### src/rtl/game_round_ctrl.sv
// Hoop game round controller: pre-start countdown, round timer, debounced per-hoop
// scoring and a one-cycle round_done strobe.
//   state    | meaning
//   IDLE     | waiting for start, time_left 0
//   PRESTART | get-ready countdown, hoops ignored
//   PLAY     | round timer running, hoops score
//   DONE     | scores and time frozen until the next start
module game_round_ctrl #(
  parameter int CLK_HZ        = 50000000,
  parameter int ROUND_SECS    = 30,
  parameter int PRESTART_SECS = 3,
  parameter int NUM_HOOPS     = 2,
  parameter int SCORE_W       = 8,
  parameter int DEBOUNCE_CYC  = 500000
) (
  input  logic                          clock,
  input  logic                          reset,
  input  logic                          start,
  input  logic [NUM_HOOPS-1:0]          hoop_in,
  output logic [1:0]                    state,
  output logic [7:0]                    time_left,
  output logic [NUM_HOOPS*SCORE_W-1:0]  score,
  output logic [SCORE_W-1:0]            total_score,
  output logic                          round_done
);

  localparam int TW    = (CLK_HZ > 1) ? $clog2(CLK_HZ) : 1;
  localparam int DW    = (DEBOUNCE_CYC > 1) ? $clog2(DEBOUNCE_CYC) : 1;
  localparam int SUM_W = SCORE_W + 3;
  localparam logic [TW-1:0]      TICK_LAST = TW'(CLK_HZ - 1);
  localparam logic [DW-1:0]      DB_LAST   = DW'(DEBOUNCE_CYC - 1);
  localparam logic [SCORE_W-1:0] SCORE_MAX = '1;
  localparam logic [7:0]         ROUND_T   = 8'(ROUND_SECS);
  localparam logic [7:0]         PRE_T     = 8'(PRESTART_SECS);

  typedef enum logic [1:0] {IDLE = 2'd0, PRESTART = 2'd1, PLAY = 2'd2, DONE = 2'd3} state_t;

  logic [NUM_HOOPS-1:0]          sync1, sync2, level, hit;
  logic [NUM_HOOPS-1:0][DW-1:0]  db_cnt;

  state_t                                cur, nxt;
  logic [7:0]                            time_q, time_nx;
  logic [NUM_HOOPS-1:0][SCORE_W-1:0]     score_q, score_nx;
  logic                                  done_q, done_nx;
  logic [TW-1:0]                         tick_cnt, tick_nx;
  logic                                  tick;
  logic [SUM_W-1:0]                      sum;

  always_ff @(posedge clock or posedge reset) begin
    if (reset) begin
      sync1 <= '0;
      sync2 <= '0;
    end else begin
      sync1 <= hoop_in;
      sync2 <= sync1;
    end
  end

  // Accepted level flips on the DEBOUNCE_CYC-th consecutive differing sample.
  always_ff @(posedge clock or posedge reset) begin
    if (reset) begin
      level  <= '0;
      db_cnt <= '0;
    end else begin
      for (int i = 0; i < NUM_HOOPS; i++) begin
        if (sync2[i] != level[i]) begin
          if (db_cnt[i] == DB_LAST) begin
            level[i]  <= sync2[i];
            db_cnt[i] <= '0;
          end else begin
            db_cnt[i] <= db_cnt[i] + DW'(1);
          end
        end else begin
          db_cnt[i] <= '0;
        end
      end
    end
  end

  always_comb begin
    hit = '0;
    for (int i = 0; i < NUM_HOOPS; i++)
      hit[i] = sync2[i] & ~level[i] & (db_cnt[i] == DB_LAST);
  end

  assign tick = ((cur == PRESTART) || (cur == PLAY)) && (tick_cnt == TICK_LAST);

  always_comb begin
    nxt      = cur;
    time_nx  = time_q;
    score_nx = score_q;
    done_nx  = 1'b0;
    tick_nx  = '0;
    case (cur)
      IDLE, DONE: begin
        if (start) begin
          score_nx = '0;
          if (PRESTART_SECS == 0) begin
            nxt     = PLAY;
            time_nx = ROUND_T;
          end else begin
            nxt     = PRESTART;
            time_nx = PRE_T;
          end
        end
      end
      PRESTART: begin
        if (tick) begin
          if (time_q == 8'd1) begin
            nxt     = PLAY;
            time_nx = ROUND_T;
          end else begin
            time_nx = time_q - 8'd1;
          end
        end
      end
      PLAY: begin
        for (int i = 0; i < NUM_HOOPS; i++)
          if (hit[i] && (score_q[i] != SCORE_MAX))
            score_nx[i] = score_q[i] + SCORE_W'(1);
        if (tick) begin
          if (time_q == 8'd1) begin
            nxt     = DONE;
            time_nx = 8'd0;
            done_nx = 1'b1;
          end else begin
            time_nx = time_q - 8'd1;
          end
        end
      end
    endcase
    // Fresh full second on every phase entry.
    if ((nxt == cur) && !tick && ((cur == PRESTART) || (cur == PLAY)))
      tick_nx = tick_cnt + TW'(1);
  end

  always_ff @(posedge clock or posedge reset) begin
    if (reset) begin
      cur      <= IDLE;
      time_q   <= '0;
      score_q  <= '0;
      done_q   <= 1'b0;
      tick_cnt <= '0;
    end else begin
      cur      <= nxt;
      time_q   <= time_nx;
      score_q  <= score_nx;
      done_q   <= done_nx;
      tick_cnt <= tick_nx;
    end
  end

  always_comb begin
    sum = '0;
    for (int i = 0; i < NUM_HOOPS; i++)
      sum = sum + SUM_W'(score_q[i]);
    total_score = (sum > SUM_W'(SCORE_MAX)) ? SCORE_MAX : sum[SCORE_W-1:0];
  end

  assign state      = cur;
  assign time_left  = time_q;
  assign score      = score_q;
  assign round_done = done_q;

endmodule
### config.mk
export PLATFORM = sky130hd
export DESIGN_NAME = game_round_ctrl
export DESIGN_NICKNAME = d
export VERILOG_FILES = /design/src/rtl/game_round_ctrl.sv
export SDC_FILE = /design/constraint.sdc
export NUM_CORES = 1
export LEC_CHECK = 0
export ABC_CLOCK_PERIOD_IN_PS = 4100
export CAP_MARGIN = 10
export CORE_ASPECT_RATIO = 1.1
export CORE_MARGIN = 4
export CORE_UTILIZATION = 37
export DETAILED_ROUTE_END_ITERATION = 10
export GPL_TIMING_DRIVEN = 0
export PLACE_DENSITY_LB_ADDON = 0.05
export REMOVE_ABC_BUFFERS = 1
export SLEW_MARGIN = 40
export SYNTH_ARGS = -nofsm -noshare
export SYNTH_HDL_FRONTEND = slang
export SYNTH_SLANG_ARGS = --single-unit
### constraint.sdc
create_clock -name clock -period 4.1 [get_ports clock]
set_input_delay 0.615 -clock clock [delete_from_list [all_inputs] [get_ports clock]]
set_output_delay 0.615 -clock clock [all_outputs]
set_load 0.05 [all_outputs]
==> impl_metrics.json, run 1 <==
{
  "dpl_cell_area_um2": 5790,
  "critPathArrivalTime_ns": 3.35,
  "cp_max_fo": 8,
  "drv_slew": 0,
  "yosysUniqueCellTypes": 51,
  "power_mw": 2.53,
  "whs_ns": 0.350,
  "setup_viol": 0,
  "viasPerCell": 5.03,
  "async_flop_share_pct": 100,
  "clkTransAtPathRegs_ns": 0.07,
  "routed_wl_um": 10400,
  "max_freq_mhz": 252,
  "hpwl_um": 7440,
  "cts_buffer_depth": 2,
  "grtUsageTotal_pct": 13.8,
  "syn2layout_area_growth_pct": 17.8,
  "end_kind": "output port",
  "synth_top_cell_by_area": "dfrtp_1",
  "fin_skew_ns": 0.0107,
  "ys_ff_latch": 97,
  "slowest_stage": "clkdlybuf4s50_1",
  "synth_area_leaders": "dfrtp_1 (47%), xor2_1 (7.3%), nor2_1 (7.0%)",
  "yosysTopAreaCellShare_pct": 47.1,
  "crit_required_ns": 3.48,
  "h-tree-depth": 3,
  "vias": 3865,
  "relSlewSlack_pct": 50.5,
  "maxCapViolCount": 0,
  "stdcell_area_um2": 6070,
  "min_period_over_period_pct": 96.7,
  "dieWidth_um": 121,
  "cts_tree": "built",
  "cts_setup_buffers": 0,
  "cts_buffers": 9,
  "fillers": 1360,
  "synth_cells": 536,
  "die_h_um": 132,
  "final-instance-count-excl-fill": 768,
  "rrSetupSlack_ns": 1.62,
  "finalHoldViolations": 0,
  "status": "finished clean",
  "path_cells": "ha_1 > fa_1 > a21o_1 > a21oi_1 > o21bai_1 > o21ba_2 > o22ai_2 > o21ai_0 > clkdlybuf4s50_1",
  "synth_edf_count": 0,
  "drc_errors": 0,
  "post-place-ws_ns": 0.250,
  "initial_core_util_pct": 38.4,
  "rsz0062_at_grt": "no",
  "clock_latency_ns": 0.35,
  "drt_iter0_drc": 202,
  "numPortBuffers": 39,
  "cts-hold-fix-buffers": 0,
  "n_antenna_cell": 0,
  "grt_pass1_wl_um": 18200,
  "drive_gt1_share_pct": 7.71,
  "grt_max_degree": 53,
  "cts_resized": 1,
  "yosys_warnings": 0,
  "ys_seq_area_share_pct": 47.1,
  "nets": 604,
  "start_kind": "register",
  "ir_drop_mv": 0.172,
  "gp_congestion": 0.811,
  "critical_path_class": "register to output port",
  "utilization_pct": 45.2,
  "finalSetupTns_ns": 0,
  "antenna_found_initial": 0,
  "drtAntennaViolNets": 0,
  "dr.pass1.iters": 5,
  "root_buffer": "clkbuf_16",
  "die-area_um2": 15900,
  "ys.flop_type": "dfrtp_1",
  "p_leak_nw": 2.63,
  "tightest_slew_ns": 0.742,
  "grt_pass1_vias": 3854,
  "syn-cell-area_um2": 5150,
  "wire_per_inst_um": 13.5,
  "overflow": 0,
  "dp_cells": 752,
  "rows": 44,
  "hold_class": "register to register",
  "min_period_ns": 3.96,
  "setup_slack_ns": 0.136,
  "power.density_nw_per_um2": 416,
  "fp.coreArea_um2": 13400,
  "synth_area_per_cell_um2": 9.62,
  "io_pins": 40,
  "slowest_delay_ns": 0.72,
  "clkSinkCount": 97
}
==> cell usage in the layout (no fill, tap or decap), drive strengths merged, types with 3 or more instances in the layout <==
master,instances
a21oi,15
xor2,43
inv,21
or2,6
nand3,33
clkinvlp,3
nor4b,5
clkinv,3
nor2,97
clkdlybuf4s50,39
nor3,14
and4,5
a211oi,4
clkbuf,9
xnor2,30
nand2,39
a21o,4
ha,19
mux2,3
o211ai,3
dfrtp,97
o21ai,19
and3,12
nor2b,3
or3,8
nor4,8
nand2b,3
nand4,18
==> cells in the mapped netlist (all sizes together) (2+ instances only) <==
library cell,instances
nor2,97
nand2,39
nand2b,3
buf,4
o21ai,19
ha,19
clkbuf,4
a211oi,4
nor3,14
dfrtp,97
nor2b,3
o21bai,2
nand3,33
nand3b,2
or2,6
xor2,43
inv,20
a21o,4
and2,2
o2111ai,2
mux2,3
xnor2,30
or3,8
o31ai,2
and4,5
nor4b,5
a21oi,15
and3,12
o211ai,3
nor4,8
nand4,18
==> routing by layer <==
metal	GRT usage (%)	vias to the layer above	routed length [µm]
met5	0	-	0
met4	5.67	0	189
met3	2.36	14	370
met2	21.9	52	4780
met1	18.8	1862	5050
li1	-	1937	-
==> logic make-up after synthesis <==
kind of cell	Yosys count	synth area share, %
AO/OA/AOI/OAI	57	6.92
XOR/XNOR	73	12.4
adder cells (fa/ha/maj)	20	5.00
buffers and inverters	28	2.14
flip-flops	97	47.1
multiplexers	3	0.655
AND/OR/NAND/NOR	258	25.8
==> state kept, by name, summed over array words and instances, names as in the netlist <==
signal,flops
db_cnt,38
tick_cnt,26
score,16
time_left,8
level,2
state,2
sync1,2
sync2,2
round_done,1
==> area by class of cell <==
type | instances | area (µm²) | area share, %
Multi-Input combinational cell | 411 | 2640 | 43.5
Inverter | 20 | 82.6 | 1.36
Tap cell | 184 | 230 | 3.79
Clock buffer | 9 | 225 | 3.71
Timing Repair Buffer | 40 | 418 | 6.88
Sequential cell | 97 | 2430 | 40.0
Clock inverter | 7 | 46.3 | 0.762
==> worst max-delay path: cells and delay by family (launching register included) <==
| kind | cells | cell delay (ns) |
|---|---|---|
| AOI/OAI and AO/OA | 6 | 1.17 |
| buffers and inverters | 1 | 0.72 |
| adders and majority gates | 2 | 0.65 |
| DFF | 1 | 0.45 |
==> power by group <==
part | switching [mW] | leakage [nW] | internal (mW)
sequential | 0.0662 | 1.33 | 1.01
combinational | 0.446 | 1.17 | 0.215
clock | 0.378 | 0.128 | 0.410
==> worst paths after layout <==
kind / startpoint / end / cells past startpoint
min in group asynchronous: reset / tick_cnt[20] / 2
worst max-delay path: score[0] / total_score[6] / 9
worst min-delay path: sync1[1] / sync2[1] / 0
worst max register to register: state[0] / score[7] / 8
worst min register to register: sync1[1] / sync2[1] / 0
max in group asynchronous: reset / db_cnt[2] / 3
Note: power is estimated with default switching activity, not from simulation.
==> inputs of run 2 (changes only) <==
--- a/config.mk
+++ b/config.mk
@@ -5,11 +5,12 @@
 export SDC_FILE = /design/constraint.sdc
 export NUM_CORES = 1
 export LEC_CHECK = 0
-export ABC_CLOCK_PERIOD_IN_PS = 4100
+export ABC_AREA = 1
+export ABC_CLOCK_PERIOD_IN_PS = 5000
 export CAP_MARGIN = 10
 export CORE_ASPECT_RATIO = 1.1
 export CORE_MARGIN = 4
-export CORE_UTILIZATION = 37
+export CORE_UTILIZATION = 64
 export DETAILED_ROUTE_END_ITERATION = 10
 export GPL_TIMING_DRIVEN = 0
 export PLACE_DENSITY_LB_ADDON = 0.05
==> constraint.sdc (replaced) <==
create_clock -name clock -period 5 [get_ports clock]
set_input_delay 0.75 -clock clock [delete_from_list [all_inputs] [get_ports clock]]
set_output_delay 0.75 -clock clock [all_outputs]
set_load 0.05 [all_outputs]
==> run 2 against run 1 <==
Via count rose by 18%. Sequential share of layout area fell by 1.6 points. Clock skew rose by 0.0019 ns. Wire length rose by 7.7%. Clock power fell by 29%. Worst setup slack improved by 0.46 ns. Area after synthesis rose by 9.0%. Die area fell by 35%. Non-clock buffer count did not move. Critical path type unchanged. Critical endpoint is now total_score[2].
==> impl_metrics.json, run 2 <==
{
  "status": "finished clean",
  "hpwl_um": 8170,
  "synth_area_leaders": "dfrtp_1 (43%), nand2_1 (7.4%), nor2_1 (6.3%)",
  "clock_latency_ns": 0.37,
  "wire_per_inst_um": 13.4,
  "whs_endpoint": "sync2[0]",
  "r2r-end": "tick_cnt[2]",
  "h-tree-depth": 3,
  "crit_required_ns": 4.25,
  "die_h_um": 106,
  "yosysTopAreaCellShare_pct": 43.2,
  "reg2reg_depth": 15,
  "ys_ff_latch": 97,
  "worstHoldPathCells": 0,
  "cts_setup_buffers": 0,
  "root_buffer": "clkbuf_8",
  "utilization_pct": 74.8,
  "clkSinkCount": 97,
  "rrSetupSlack_ns": 2.13,
  "end_kind": "output port",
  "relSlewSlack_pct": 53.3,
  "final_common_cell": "nand2_1",
  "drtAntennaViolNets": 0,
  "n_antenna_cell": 0,
  "io_pins": 40,
  "overflow": 0,
  "nets": 745,
  "clkTransAtPathRegs_ns": 0.09,
  "tightest_slew_ns": 0.700,
  "gp_congestion": 0.902,
  "viasPerCell": 5.47,
  "cts_buffers": 9,
  "rsz0062_at_grt": "no",
  "grt_pass1_vias": 4555,
  "fp.coreArea_um2": 8450,
  "cts-hold-fix-buffers": 0,
  "min_period_over_period_pct": 88.2,
  "ff_latch_area_um2": 2430,
  "cts_resized": 0,
  "critical_path_class": "register to output port",
  "syn-cell-area_um2": 5620,
  "drv_slew": 0,
  "finalHoldViolations": 0,
  "ys_seq_area_share_pct": 43.2,
  "drc_errors": 0,
  "yosysUniqueCellTypes": 38,
  "fillers": 613,
  "largest_reg_flops": 38,
  "setup_slack_ns": 0.592,
  "yosys_warnings": 0,
  "ys_top_cells_by_count": "nand2_1 (111), dfrtp_1 (97), nor2_1 (95)",
  "rows": 35,
  "vias": 4577,
  "synth_edf_count": 0,
  "critPathArrivalTime_ns": 3.66,
  "hold_class": "register to register",
  "dpl_cell_area_um2": 6100,
  "p_leak_nw": 2.76,
  "dieWidth_um": 97.3,
  "ys.flop_type": "dfrtp_1",
  "maxCapViolCount": 0,
  "routed_wl_um": 11200,
  "crit-reg2reg-launch": "state[0]",
  "numPortBuffers": 39,
  "grt_max_degree": 61,
  "die-area_um2": 10300,
  "min_period_ns": 4.41,
  "antenna_found_initial": 0,
  "startpoint": "score[0]",
  "drive_gt1_share_pct": 8.55,
  "mostFrequentLayoutCells": "nand2_1 (111), dfrtp_1 (97), nor2_1 (95), inv_1 (86), nand3_1 (44)",
  "ir_drop_mv": 0.275,
  "start_kind": "register",
  "stdcell_area_um2": 6320,
  "grt_pass1_wl_um": 19500,
  "top_register": "db_cnt",
  "grtUsageTotal_pct": 22.5,
  "setup_viol": 0,
  "drt_iter0_drc": 208,
  "synth_top_cell_by_area": "dfrtp_1",
  "max_freq_mhz": 227,
  "dr.pass1.iters": 5,
  "yosysMostFrequentCell": "nand2_1",
  "finalSetupTns_ns": 0,
  "initial_core_util_pct": 66.5,
  "cts_tree": "built",
  "syn2layout_area_growth_pct": 12.5,
  "holdCritStartpoint": "sync1[0]",
  "fin_skew_ns": 0.0126,
  "synth_area_per_cell_um2": 8.29,
  "multi_input_area_um2": 2770,
  "cts_buffer_depth": 2,
  "post-place-ws_ns": 1.01,
  "synth_cells": 678,
  "async_flop_share_pct": 100,
  "power.density_nw_per_um2": 393,
  "cp_max_fo": 8
}
run 2: cell count changes after synthesis, moves of 7 or more:
cell,before,now
nor2_4,0,23
inv_1,20,87
nand3_1,32,44
xnor2_1,30,14
o21ai_0,18,30
or3_1,8,0
nand2_2,0,7
a21oi_1,15,28
nand2_1,39,111
xor2_1,43,35
nor3_1,11,18
and3_1,12,1
run 2: layout make-up:
class	count	share of cell area, %
inverter	91	5.52
timing repair buffer	40	6.61
multi-input combinational	481	43.8
sequential	97	38.4
clock buffer	10	2.02
clock inverter	6	1.42
tap	111	2.20
run 2: worst max-delay path by stage:
| stage | slack (ns) | cells after the start | end |
|---|---|---|---|
| detailed placement | 1.01 | 13 | total_score[2] |
| finish | 0.59 | 13 | total_score[2] |
| floorplan | 1.38 | 12 | total_score[2] |
| global placement | 0.31 | 2 | db_cnt[32] |
| global route | 0.36 | 13 | total_score[2] |
| CTS | 0.59 | 13 | total_score[2] |
run 2: metrics by stage:
| step | power (mW) | cells | hold WS [ns] |
|---|---|---|---|
| after CTS | 2.49 | 836 | 0.358 |
| after global placement | 1.88 | 819 | 0.336 |
| final | 2.48 | 836 | 0.355 |
| after detailed placement | 1.93 | 820 | 0.337 |
| after floorplan | 1.65 | 669 | 0.331 |
| after global routing | 2.64 | 836 | 0.375 |
run 2: metal layers:
metal | GRT usage, % | up-vias | part of all wire [%]
met1 | 27.9 | 2187 | 44
met2 | 39.8 | 101 | 50
met5 | 0 | - | 0
met4 | 7.91 | 0 | 1.4
li1 | - | 2273 | -
met3 | 4.00 | 16 | 4.0
run 2: power breakdown:
group          internal (mW)  switching, mW
logic                  0.262          0.758
registers              0.838         0.0638
clock network          0.284          0.278
total                   1.38           1.10
run 2: kinds of logic (layout without fill, tap and decap cells):
group           after synthesis  count (layout)  synth area share (%)
buf+inv                     100             147                  7.46
flops                        97              97                  43.2
simple gates                344             344                  30.6
compound gates               68              68                  6.46
fa+ha+maj                    20              20                  4.59
xor+xnor                     49              49                  7.64
run 2: worst max-delay path: stages (launching register included):
cell	delay, ns
dfrtp_1	0.43
ha_1	0.24
fa_1	0.39
nand2_1	0.08
inv_1	0.05
o21ai_0	0.15
nand2_1	0.10
a21oi_1	0.15
o21ai_0	0.14
nand2_1	0.09
nand2_1	0.05
a21oi_1	0.48
o21ai_0	0.19
clkdlybuf4s50_1	0.74
